## config.mk

```make
export PLATFORM = sky130hd
export DESIGN_NAME = fb_pixel_writer
export DESIGN_NICKNAME = d
export VERILOG_FILES = /design/src/rtl/fb_pixel_writer.sv
export SDC_FILE = /design/constraint.sdc
export NUM_CORES = 1
export LEC_CHECK = 0
export BUFFER_PORTS_ARGS = -buffer_cell sky130_fd_sc_hd__clkbuf_2
export CORE_AREA = 3 3 120 122
export CTS_CLUSTER_DIAMETER = 200
export DETAILED_ROUTE_END_ITERATION = 10
export DIE_AREA = 0 0 123 125
export RECOVER_POWER = 25
export SYNTH_ARGS = -nofsm -noshare
export SYNTH_HDL_FRONTEND = slang
export SYNTH_SLANG_ARGS = --single-unit
```

## constraint.sdc

```tcl
create_clock -name CLOCK_50 -period 2.05 [get_ports CLOCK_50]
set_input_delay 0.615 -clock CLOCK_50 [delete_from_list [all_inputs] [get_ports CLOCK_50]]
set_output_delay 0.615 -clock CLOCK_50 [all_outputs]
set_load 0.01 [all_outputs]
```

## src/rtl/fb_pixel_writer.sv

```systemverilog
// Tile framebuffer writer: read-modify-write of single byte pixels into 32-bit
// words, plus a full-screen clear that streams one fill word per cycle.
module fb_pixel_writer #(
  parameter int COLS  = 20,
  parameter int ROWS  = 15,
  parameter int WPR   = 5,
  parameter int WORDS = 75
) (
  input  logic        CLOCK_50,
  input  logic        reset,
  input  logic        px_valid,
  output logic        px_ready,
  input  logic [4:0]  px_col,
  input  logic [3:0]  px_row,
  input  logic [7:0]  px_color,
  input  logic        clr_valid,
  input  logic [7:0]  clr_color,
  output logic        busy,
  output logic        done,
  output logic        err,
  output logic [6:0]  mem_addr,
  input  logic [31:0] mem_rdata,
  output logic [31:0] mem_wdata,
  output logic        mem_we
);
  localparam int AW = 7;
  localparam int NB = 4;
  localparam logic [AW-1:0] LAST   = AW'(WORDS - 1);
  localparam logic [4:0]    COLS_L = COLS[4:0];
  localparam logic [3:0]    ROWS_L = ROWS[3:0];

  typedef enum logic [1:0] {IDLE, RD, WR, CLR} state_t;

  typedef struct packed {
    logic [1:0] lane;
    logic [7:0] color;
  } px_req_t;

  state_t          state, state_nx;
  px_req_t         req_q;
  logic [AW-1:0]   addr_q;
  logic [31:0]     wdata_q;
  logic            done_q, err_q;
  logic            accept, in_range;
  logic [AW-1:0]   px_addr;
  logic [NB-1:0][7:0] merged;

  assign px_ready = (state == IDLE) && !clr_valid;
  assign accept   = px_valid && px_ready;
  assign in_range = (px_col < COLS_L) && (px_row < ROWS_L);
  assign px_addr  = AW'(px_col[4:2]) + AW'(px_row) * AW'(WPR);

  // Lane 0 is the most significant byte, so byte b of the word is lane NB-1-b.
  for (genvar b = 0; b < NB; b++) begin : g_lane
    assign merged[b] = (req_q.lane == 2'(NB - 1 - b)) ? req_q.color
                                                     : mem_rdata[8*b +: 8];
  end

  always_comb begin
    state_nx = state;
    unique case (state)
      IDLE: begin
        if (clr_valid)              state_nx = CLR;
        else if (accept && in_range) state_nx = RD;
      end
      RD:      state_nx = WR;
      WR:      state_nx = IDLE;
      CLR:     if (addr_q == LAST) state_nx = IDLE;
      default: state_nx = IDLE;
    endcase
  end

  always_ff @(posedge CLOCK_50 or posedge reset) begin
    if (reset) begin
      state   <= IDLE;
      req_q   <= '0;
      addr_q  <= '0;
      wdata_q <= '0;
      done_q  <= 1'b0;
      err_q   <= 1'b0;
    end else begin
      state  <= state_nx;
      done_q <= 1'b0;
      unique case (state)
        IDLE: begin
          if (clr_valid) begin
            addr_q  <= '0;
            wdata_q <= {NB{clr_color}};
          end else if (accept) begin
            if (in_range) begin
              addr_q      <= px_addr;
              req_q.lane  <= px_col[1:0];
              req_q.color <= px_color;
            end else begin
              // Out-of-range pixel: no memory traffic, just flag and complete.
              err_q  <= 1'b1;
              done_q <= 1'b1;
            end
          end
        end
        RD: wdata_q <= merged;
        WR: done_q  <= 1'b1;
        CLR: begin
          if (addr_q == LAST) done_q <= 1'b1;
          else                addr_q <= addr_q + 1'b1;
        end
        default: ;
      endcase
    end
  end

  // Write strobe decodes straight from state so an async reset kills it at once.
  assign mem_we    = (state == WR) || (state == CLR);
  assign mem_addr  = addr_q;
  assign mem_wdata = wdata_q;
  assign busy      = (state != IDLE);
  assign done      = done_q;
  assign err       = err_q;

endmodule

```

==> Yosys cells after proc, flatten, opt, wreduce, memory -nomap -nowiden <==
Index checks and enable logic that the tools add are counted.
Widths: inputs -> output; s select.
{ "totals": {"in_bits": 61, "ff_bits": 53, "word_cells": 63} }
{ "op_classes": {"n_reduce_logical": 16, "n_lt_le_gt_ge": 2, "n_eq_ne": 13, "muxes": 20, "bitwise_logic": 2, "n_mul": 1, "add_sub_neg": 2} }
{ "ops": {"columns": ["op", "count"], "rows": [
  ["$pmux 32 s2", 1],
  ["$mux 32", 1],
  ["$mux 8", 4],
  ["$mux 7", 4],
  ["$pmux 7 s2", 1],
  ["$reduce_and 4->1", 3],
  ["$eq 2x2->1 const B", 4],
  ["$pmux 2 s4", 1],
  ["$add 3x7->7", 1],
  ["$add 7x1->7 const B", 1],
  ["$eq 7x7->1 const B", 1],
  ["$mul 4x3->7 const B", 1],
  ["$mux 2", 3],
  ["$ne 2x2->1 const B", 3],
  ["$ne 3x3->1 const B", 2],
  ["$reduce_bool 2->1", 3],
  ["$lt 5x5->1 const B", 1],
  ["$eq 2x1->1 const B", 2],
  ["$logic_and 1x1->1", 4],
  ["$logic_not 2->1", 2],
  ["$lt 4x4->1 const B", 1],
  ["$mux 1", 4],
  ["$reduce_and 2->1", 2],
  ["$ne 3x2->1 const B", 1],
  ["other kinds (4)", 5]
]} }

==> Longest topological paths before layout <==
Gate-level depths: netlist of run 1.
{ "depth": {"ltp_word": 7, "ltp_mapped": 8, "depth_no_buf": 8} }

==> Worst setup path before layout of run 1 <==
OpenSTA, ideal clock, no wires.
{ "synth_path": {"path_kind": "in2reg", "from": "input px_row[0]", "to": "register addr_q[5] (netlist: mem_addr[5])", "slack_ps": -343, "cell_stages": 8, "setup_ps": 82, "arrival_time_ps": 2311, "t_required_ps": 1968, "cell_sequence": "ha_1 -> ha_1 -> fa_1 -> a21o_1 -> a21oi_1 -> xnor2_1 -> nand2_1 -> a31oi_1"} }
{ "synth_between": {"elab_chain_cells": 6} }
{ "synth_rtl": {"columns": ["element", "line_no", "text"], "rows": [
  ["start, declared", "14", "input logic [3:0] px_row,"],
  ["$mul 4x3->7", "51", "assign px_addr = AW'(px_col[4:2]) + AW'(px_row) * AW'(WPR);"],
  ["$add 3x7->7", "51", null],
  ["$mux 7", "90", "if (in_range) begin"],
  ["$mux 7", "89", "end else if (accept) begin"],
  ["$mux 7", "86", "if (clr_valid) begin"],
  ["$pmux 7 s2", "84", "unique case (state)"],
  ["end signal, assigned", "91", "addr_q <= px_addr;"],
  ["end signal, assigned", "105", "else addr_q <= addr_q + 1'b1;"],
  ["end, declared", "41", "logic [AW-1:0] addr_q;"]
]} }
Parallel ways exist; a longest one is shown, timed or not. The select of a mux whose other input is x is not followed.
A chain may end at the register's enable or synchronous reset.

==> Worst setup path in the final report of run 1 <==
{ "layout_path": {"from": "input px_row[1]", "to": "register addr_q[4] (netlist: mem_addr[4])"} }
Same word-level chain as after synthesis.

==> flow_summary.ini, run 1 <==
[timing]
period_minus_slack_ns = 1.98
setup_tns_ns = 0
drv_slew = 0
min_period_over_period_pct = 96.5
holdWs_ns = 0.477
setup_viol = 0
skew_ns = 0.00687
tightestPinTransition_ns = 1.38
relSlewSlack_pct = 7.93
hold_violations = 0
grt_setup_unrepaired = false
fmax_mhz = 505

[floorplan]
io_pins = 105
start_util_pct = 23.2
core_area_sq_um = 13300
die_h_microns = 125
die_area_sq_um = 15400
die_x_microns = 123
placementRows = 42

[pwr]
p_sw_mw = 2.66
p_comb_share_pct = 52.4
p_sw_share_pct = 43.0
power_frac_seq_pct = 34.0
p_per_area_nw_per_um2 = 1500
internal_power_mw = 3.53
power.share.clock_pct = 13.7
power.leakage_nw = 2.09
power.total_mw = 6.20
ir_drop_mv = 0.484

[logic_synthesis]
syn_area_sq_um = 3080
ys_types = 40
yosysTopAreaCell = dfrtp_1
synthCells = 317
yosys-top-cells-count = nand2_1, dfrtp_1, a21o_1
synth_async_sr_flop_share_pct = 100
yosysTopAreaCellShare_pct = 43.1
syn_area_per_cell_sq_um = 9.71
synth_area_leaders = dfrtp_1, a311oi_1, a21o_1
ys.flop_type = dfrtp_1
yosysSeqAreaShare_pct = 43.1
synth_enable_flop_cells = 0
synth_most_common_cell = nand2_1
yosysWarnings = 0
syn_nets = 393
ys_ff_latch = 53

[drt]
vias_per_cell = 4.78
ant_nets = 0
drtIter0Drc = 226
dr_total_vias = 2847
wl_per_cell_microns = 16.8
drt_wl_total_mm = 10.0
drc = 0
firstDrtPassIters = 4

[cts]
htreeDepth = 2
postCtsSetupRepairBufs = 0
cts_num_sinks = 53
insertion_delay_ns = 0.29
cts_tree = yes
ctsHoldBuffers = 0
postCtsResizedCells = 0
numCtsBuffers = 5
clockRootBuffer = clkbuf_16
clk_pin_slew_worst_paths_ns = 0.07
clockBufferDepth = 2

[grt]
grt_pass1_wl_mm = 15.6
antenna_found_initial = 2
gr-total-overflow = 0
track_usage_pct = 13.0
grt_max_degree = 66
grt_pass1_vias = 2853

[critical_path]
setup.worst_path.class = in2reg
start_kind = input port
cp_max_fo = 4
cp_slowest_stage_delay_ns = 0.29
r2r_cells = 6
critPathRequiredTime_ns = 2.25
cp_common_cell = ha_4
crit_chain = clkbuf_4 -> ha_4 -> ha_4 -> ha_4 -> nand3_1 -> nand2_1 -> xor2_1 -> nand3_1 -> a32oi_2
crit_slowest_cell = ha_4
worst_ep_arrival_time_ns = 2.18
end_kind = flop

[cells_and_area]
seq_area_sq_um = 1330
syn_to_final_growth_pct = 34.2
nNetsFinal = 496
drive_gt1_share_pct = 37.1
num-fill-cells = 1403
multi_input_area_sq_um = 1730
insertedDiodeCount = 0
stdcell_count = 596

[worst_hold_path]
worstHoldPathCells = 1
hp-class = reg2reg

[placement]
dp_hpwl_mm = 7.79
place_congestion = 0.775
io_buffers = 104
dp_cells = 589

[outcome]
outcome = finished clean

[run]
cap_violations = 0
metal layers:
metal  GRT usage [%]  routed length [microns]
met5               0                       24
met4            2.93                      108
met3            4.43                     1070
met2            20.9                     4690
met1            16.9                     4140
per-stage QoR:
stage                     setup slack, ns  util [%]  cell area, sq um
after global placement             -0.216      29.9              3980
after detailed placement           -0.268      29.9              3980
after floorplan                   0.00706         -              3170
final                              0.0717      31.1              4130
after CTS                          0.0128      31.0              4120
after global routing              0.00272      31.1              4130
power by group through the flow:
stage	Sequential [mW]	Combinational [mW]	Clock [mW]
after floorplan	2.13	1.96	0
after global placement	2.11	3.18	0
after detailed placement	2.13	3.25	0
after CTS	2.11	3.26	0.877
after global routing	2.19	3.58	0.923
final	2.11	3.25	0.846
area by class of cell:
cell class / count / share of cell area, %
multi-input combinational: 234 / 42.0
clock buffer: 6 / 3.36
timing repair buffer: 118 / 16.3
sequential: 53 / 32.1
tap: 176 / 5.33
clock inverter: 1 / 0.182
inverter: 8 / 0.727
logic make-up (layout without fill, tap and decap cells):
family | Yosys count | count (layout) | synth area share [%]
compound gates | 98 | 98 | 24.9
buf+inv | 30 | 133 | 4.59
fa+ha+maj | 15 | 15 | 6.34
simple gates | 107 | 107 | 15.2
xor+xnor | 4 | 4 | 1.14
mux | 10 | 10 | 4.75
flops | 53 | 53 | 43.1
worst max-delay path: cells and delay by family:
kind / cells / cell delay (ns)
xor gates and xnor gates: 1 / 0.17
AOI/OAI and AO/OA: 1 / 0.20
and+or+nand+nor: 3 / 0.27
adders and majority gates: 3 / 0.78
buffers and inverters: 1 / 0.14
path summary, 6_finish.rpt:
path	from	endpoint	slack, ns
setup / recovery	px_row[1]	mem_addr[4]	0.07
hold / removal	mem_wdata[10]	mem_wdata[10]	0.48
setup reg to reg	mem_addr[1]	mem_addr[3]	0.27
hold reg to reg	mem_wdata[10]	mem_wdata[10]	0.48
max in group asynchronous	reset	req_q[6]	0.46
min in group asynchronous	reset	mem_addr[2]	0.75
state kept, by name, indices dropped and copies added, names as in the netlist:
name       flops
done           1
err            1
mem_addr       7
mem_wdata     32
req_q         10
state          2
cells in the final DEF, fill, tap and decap left out, types with 2 or more instances in the layout:
cell and count:
a22o_1 2, inv_1 7, a211oi_1 2, a21o_1 36
clkbuf_2 103, clkbuf_16 5, ha_1 7, buf_4 9
ha_4 7, nor2_1 14, xnor2_1 2, nor2b_1 2
dfrtp_1 53, o21ai_1 2, a21oi_1 5, mux2_4 9
and3_1 3, and2_1 2, xor2_1 2, a31oi_1 3
a311oi_1 32, o21ai_0 5, nand2_1 72, buf_12 4
nand3_1 4, a21oi_2 4, nand2b_1 3
(Power assumes the default switching activity.)
==> inputs of run 2 (changes only) <==
==> constraint.sdc (replaced) <==
create_clock -name CLOCK_50 -period 1.9 [get_ports CLOCK_50]
set_input_delay 0.57 -clock CLOCK_50 [delete_from_list [all_inputs] [get_ports CLOCK_50]]
set_output_delay 0.57 -clock CLOCK_50 [all_outputs]
set_load 0.01 [all_outputs]
==> flow_summary.ini, run 2 (synthesized netlist as in run 1, its figures left out) <==
[cells_and_area]
largest_register_ffs = 32
final_common_cell = clkbuf_2
nNetsFinal = 505
insertedDiodeCount = 0
syn_to_final_growth_pct = 37.7
final_area_sq_um = 4240
finish.utilization_pct = 31.9
num-fill-cells = 1422
layout_common_cells = clkbuf_2, nand2_1, dfrtp_1, a21o_1, a311oi_1
drive_gt1_share_pct = 38.8

[critical_path]
r2r_cells = 8
ff2ff_setup_slack_ns = 0.19
worst_ep_arrival_time_ns = 2.11
end_kind = flop
setup.worst_path.class = in2reg
cp_max_fo = 2
start_kind = input port
r2r_end = mem_addr[4]
timing.rr.start = mem_addr[0]
critPathRequiredTime_ns = 2.11

[timing]
hold_violations = 0
setup_viol = 0
period_minus_slack_ns = 1.90
tightestPinTransition_ns = 1.05
relSlewSlack_pct = 30.1
skew_ns = 0.00532
fmax_mhz = 527
min_period_over_period_pct = 99.8
drv_slew = 0
grt_setup_unrepaired = true

[cts]
ctsHoldBuffers = 0
htreeDepth = 2
clk_pin_slew_worst_paths_ns = 0.07
cts_num_sinks = 53
clockRootBuffer = clkbuf_16
cts_tree = yes
numCtsBuffers = 5
insertion_delay_ns = 0.29
clockBufferDepth = 2

[worst_hold_path]
hp-class = reg2reg
holdCritStartpoint = mem_wdata[7]
worstHoldPathCells = 1
worstHoldEndpoint = mem_wdata[7]

[placement]
place_area_sq_um = 3990
dp_hpwl_mm = 7.66
io_buffers = 104
place_congestion = 0.836

[drt]
drtIter0Drc = 227
vias_per_cell = 4.76
dr_total_vias = 2885
wl_per_cell_microns = 16.1
drt_wl_total_mm = 9.75
firstDrtPassIters = 4
drc = 0
ant_nets = 0

[outcome]
outcome = finished clean

[grt]
gr-total-overflow = 0
grt_pass1_wl_mm = 15.1
grt_pass1_vias = 2798
track_usage_pct = 12.4
grt_max_degree = 66
antenna_found_initial = 0

[floorplan]
io_pins = 105
die_x_microns = 123
die_h_microns = 125
core_area_sq_um = 13300
die_area_sq_um = 15400
placementRows = 42
start_util_pct = 23.2

[pwr]
power.total_mw = 6.88
ir_drop_mv = 0.599
power.leakage_nw = 2.15
p_per_area_nw_per_um2 = 1620

[run]
cap_violations = 0
[run 2: cell count changes in the layout (fill, tap and decap cells not counted), moves of 2 or more]
| cell | previous run | this run |
|---|---|---|
| clkbuf_2 | 103 | 101 |
| buf_6 | 0 | 2 |
| buf_8 | 0 | 2 |
| buf_4 | 9 | 18 |
[run 2: routing by layer]
| metal | share of wire [%] | GRT usage, % | routed length [microns] |
|---|---|---|---|
| met5 | 0 | 0 | 0 |
| met4 | 1.3 | 2.48 | 127 |
| met3 | 7.7 | 3.39 | 749 |
| met2 | 46 | 19.8 | 4530 |
| met1 | 45 | 16.8 | 4340 |
[run 2: area by class of cell]
cell class | count | area (sq um) | area share, %
clock buffers | 7 | 143 | 3.36
repair buffers | 127 | 757 | 17.8
well taps | 176 | 220 | 5.19
inverters | 8 | 30.0 | 0.708
multi-input cells | 234 | 1730 | 40.9
clock inverters | 1 | 30.0 | 0.708
flip-flops and latches | 53 | 1330 | 31.3
[run 2: where the power goes]
group | total (mW) | switching (mW) | internal (mW)
registers | 2.25 | 0.542 | 1.71
clock network | 1.06 | 0.405 | 0.659
logic | 3.57 | 1.92 | 1.65
[run 2: critical path: stages]
cell and delay [ns]:
clkbuf_2 0.11, ha_4 0.27, ha_4 0.20, fa_2 0.35
a21o_1 0.17, a21oi_2 0.12, xnor2_1 0.12, nand2_1 0.07
a31oi_1 0.13
[run 2: how the worst max path moves through the flow]
stage / depth (start not counted) / to / startpoint
final: 9 / mem_addr[5] / px_row[2]
after global routing: 9 / mem_addr[5] / px_row[2]
after CTS: 9 / mem_addr[5] / px_row[0]
after detailed placement: 9 / mem_addr[5] / px_row[1]
after global placement: 9 / mem_addr[5] / px_row[1]
after floorplan: 8 / mem_addr[5] / px_row[2]
[run 2: what timing repair did]
action / 4_1_cts / 5_1_grt
pin swaps: 2 / 8
buffers inserted: 1 / 4
setup endpoints to repair: 3 / 4
resized for setup: 5 / 9
gates cloned: 0 / 0
[run 2: through the flow]
step | cells | hold slack (ns) | setup WS [ns] | TNS, ns
6_report | 606 | 0.478 | 0.00423 | 0
5_1_grt | 606 | 0.490 | -0.0766 | -0.0766
4_1_cts | 602 | 0.302 | -0.00698 | -0.00698
3_5_place_dp | 593 | 0.465 | -0.323 | -1.39
3_3_place_gp | 593 | 0.459 | -0.315 | -1.27
2_1_floorplan | 317 | 0.512 | -0.0960 | -0.253
==> inputs of run 3 (changes only) <==
==> constraint.sdc (replaced) <==
create_clock -name CLOCK_50 -period 2.2 [get_ports CLOCK_50]
set_input_delay 0.66 -clock CLOCK_50 [delete_from_list [all_inputs] [get_ports CLOCK_50]]
set_output_delay 0.66 -clock CLOCK_50 [all_outputs]
set_load 0.01 [all_outputs]
==> flow_summary.ini, run 3 (synthesized netlist as in run 1, its figures left out) <==
[cells_and_area]
num-fill-cells = 1446
insertedDiodeCount = 0
layout_common_cells = clkbuf_2, nand2_1, dfrtp_1, a21o_1, a311oi_1
drive_gt1_share_pct = 36.5
nNetsFinal = 494
stdcell_count = 595
final_common_cell = clkbuf_2
seq_area_sq_um = 1330
largest_register_ffs = 32
syn_to_final_growth_pct = 32.3
multi_input_area_sq_um = 1700

[critical_path]
ff2ff_setup_slack_ns = 0.42
crit_chain = clkbuf_2 -> ha_1 -> ha_2 -> fa_2 -> a21o_1 -> a21oi_2 -> xnor2_1 -> nand2_1 -> a31oi_1
start_kind = input port
crit_slowest_cell = fa_2
end_kind = flop
timing.rr.start = mem_addr[1]
setup.worst_path.class = in2reg
worst_ep_arrival_time_ns = 2.33
path_delay_family = adder cells
critPathRequiredTime_ns = 2.41
cp-startpoint = px_row[1]
cp_slowest_stage_delay_ns = 0.40
crit_buf_inv = 1
cp_max_fo = 3

[cts]
postCtsSetupRepairBufs = 0
clockRootBuffer = clkbuf_16
ctsHoldBuffers = 0
cts_tree = yes
numCtsBuffers = 5
postCtsResizedCells = 0
clk_pin_slew_worst_paths_ns = 0.07
insertion_delay_ns = 0.29
htreeDepth = 2
cts_num_sinks = 53
clockBufferDepth = 2

[timing]
hold_violations = 0
grt_setup_unrepaired = false
setup_slack_ns = 0.0805
relSlewSlack_pct = 10.6
setup_viol = 0
min_period_over_period_pct = 96.3
fmax_mhz = 472
drv_slew = 0
tightestPinTransition_ns = 1.34
holdWs_ns = 0.477
setup_tns_ns = 0
skew_ns = 0.00774
period_minus_slack_ns = 2.12

[grt]
grt_max_degree = 66
track_usage_pct = 12.8
antenna_found_initial = 0
grt_pass1_wl_mm = 15.2
grt_pass1_vias = 2800
gr-total-overflow = 0

[placement]
io_buffers = 104
place_congestion = 0.833
post-place-ws_ns = -0.236
dp_hpwl_mm = 7.78
dp_cells = 587

[drt]
firstDrtPassIters = 4
dr_total_vias = 2834
ant_nets = 0
drc = 0
drtIter0Drc = 189
drt_wl_total_mm = 9.85
vias_per_cell = 4.76
wl_per_cell_microns = 16.5

[worst_hold_path]
hp-class = reg2reg
holdCritStartpoint = mem_wdata[1]

[run]
cap_violations = 0

[outcome]
outcome = finished clean

[pwr]
p_per_area_nw_per_um2 = 1390
power.leakage_nw = 2.08
ir_drop_mv = 0.467
power.total_mw = 5.68

[floorplan]
placementRows = 42
die_x_microns = 123
die_h_microns = 125
start_util_pct = 23.2
io_pins = 105
core_area_sq_um = 13300
die_area_sq_um = 15400
run 3: worst reg2reg max path, stage by stage (launching register included):
cell and delay [ns]:
dfrtp_1 0.44, ha_1 0.21, nand4bb_1 0.14, o21ai_1 0.13, a21oi_2 0.35, o21ai_0 0.15
a22o_1 0.25
run 3: through the flow:
| step | util, % | instance area (sq um) |
|---|---|---|
| final | 30.7 | 4080 |
| after global routing | 30.7 | 4080 |
| after CTS | 30.8 | 4090 |
| after detailed placement | 29.6 | 3940 |
| after global placement | 29.6 | 3940 |
| after floorplan | - | 3150 |
run 3: area by class of cell:
| cell class | count | share of cell area, % |
|---|---|---|
| tap | 176 | 5.40 |
| inverter | 8 | 0.737 |
| sequential | 53 | 32.5 |
| multi-input combinational | 234 | 41.7 |
| timing repair buffer | 116 | 15.8 |
| clock inverter | 2 | 0.338 |
| clock buffer | 6 | 3.41 |
run 3: path summary, 6_finish.rpt:
check | endpoint | cells past startpoint
setup / recovery | mem_addr[5] | 9
hold / removal | mem_wdata[1] | 1
setup reg to reg | mem_addr[3] | 6
hold reg to reg | mem_wdata[1] | 1
max in group asynchronous | mem_wdata[1] | 3
min in group asynchronous | mem_wdata[19] | 3
run 3: report_power, final:
| part | internal (mW) | total (mW) | switching, mW |
|---|---|---|---|
| sequential | 1.47 | 1.95 | 0.484 |
| combinational | 1.30 | 2.92 | 1.62 |
| clock | 0.454 | 0.811 | 0.357 |
run 3: routing by layer:
layer / part of all wire [%] / wire [microns] / GRT usage (%)
met1: 42 / 4160 / 16.8
met2: 48 / 4730 / 20.8
met3: 8.5 / 832 / 3.66
met4: 1.2 / 118 / 2.54
met5: 0 / 0 / 0
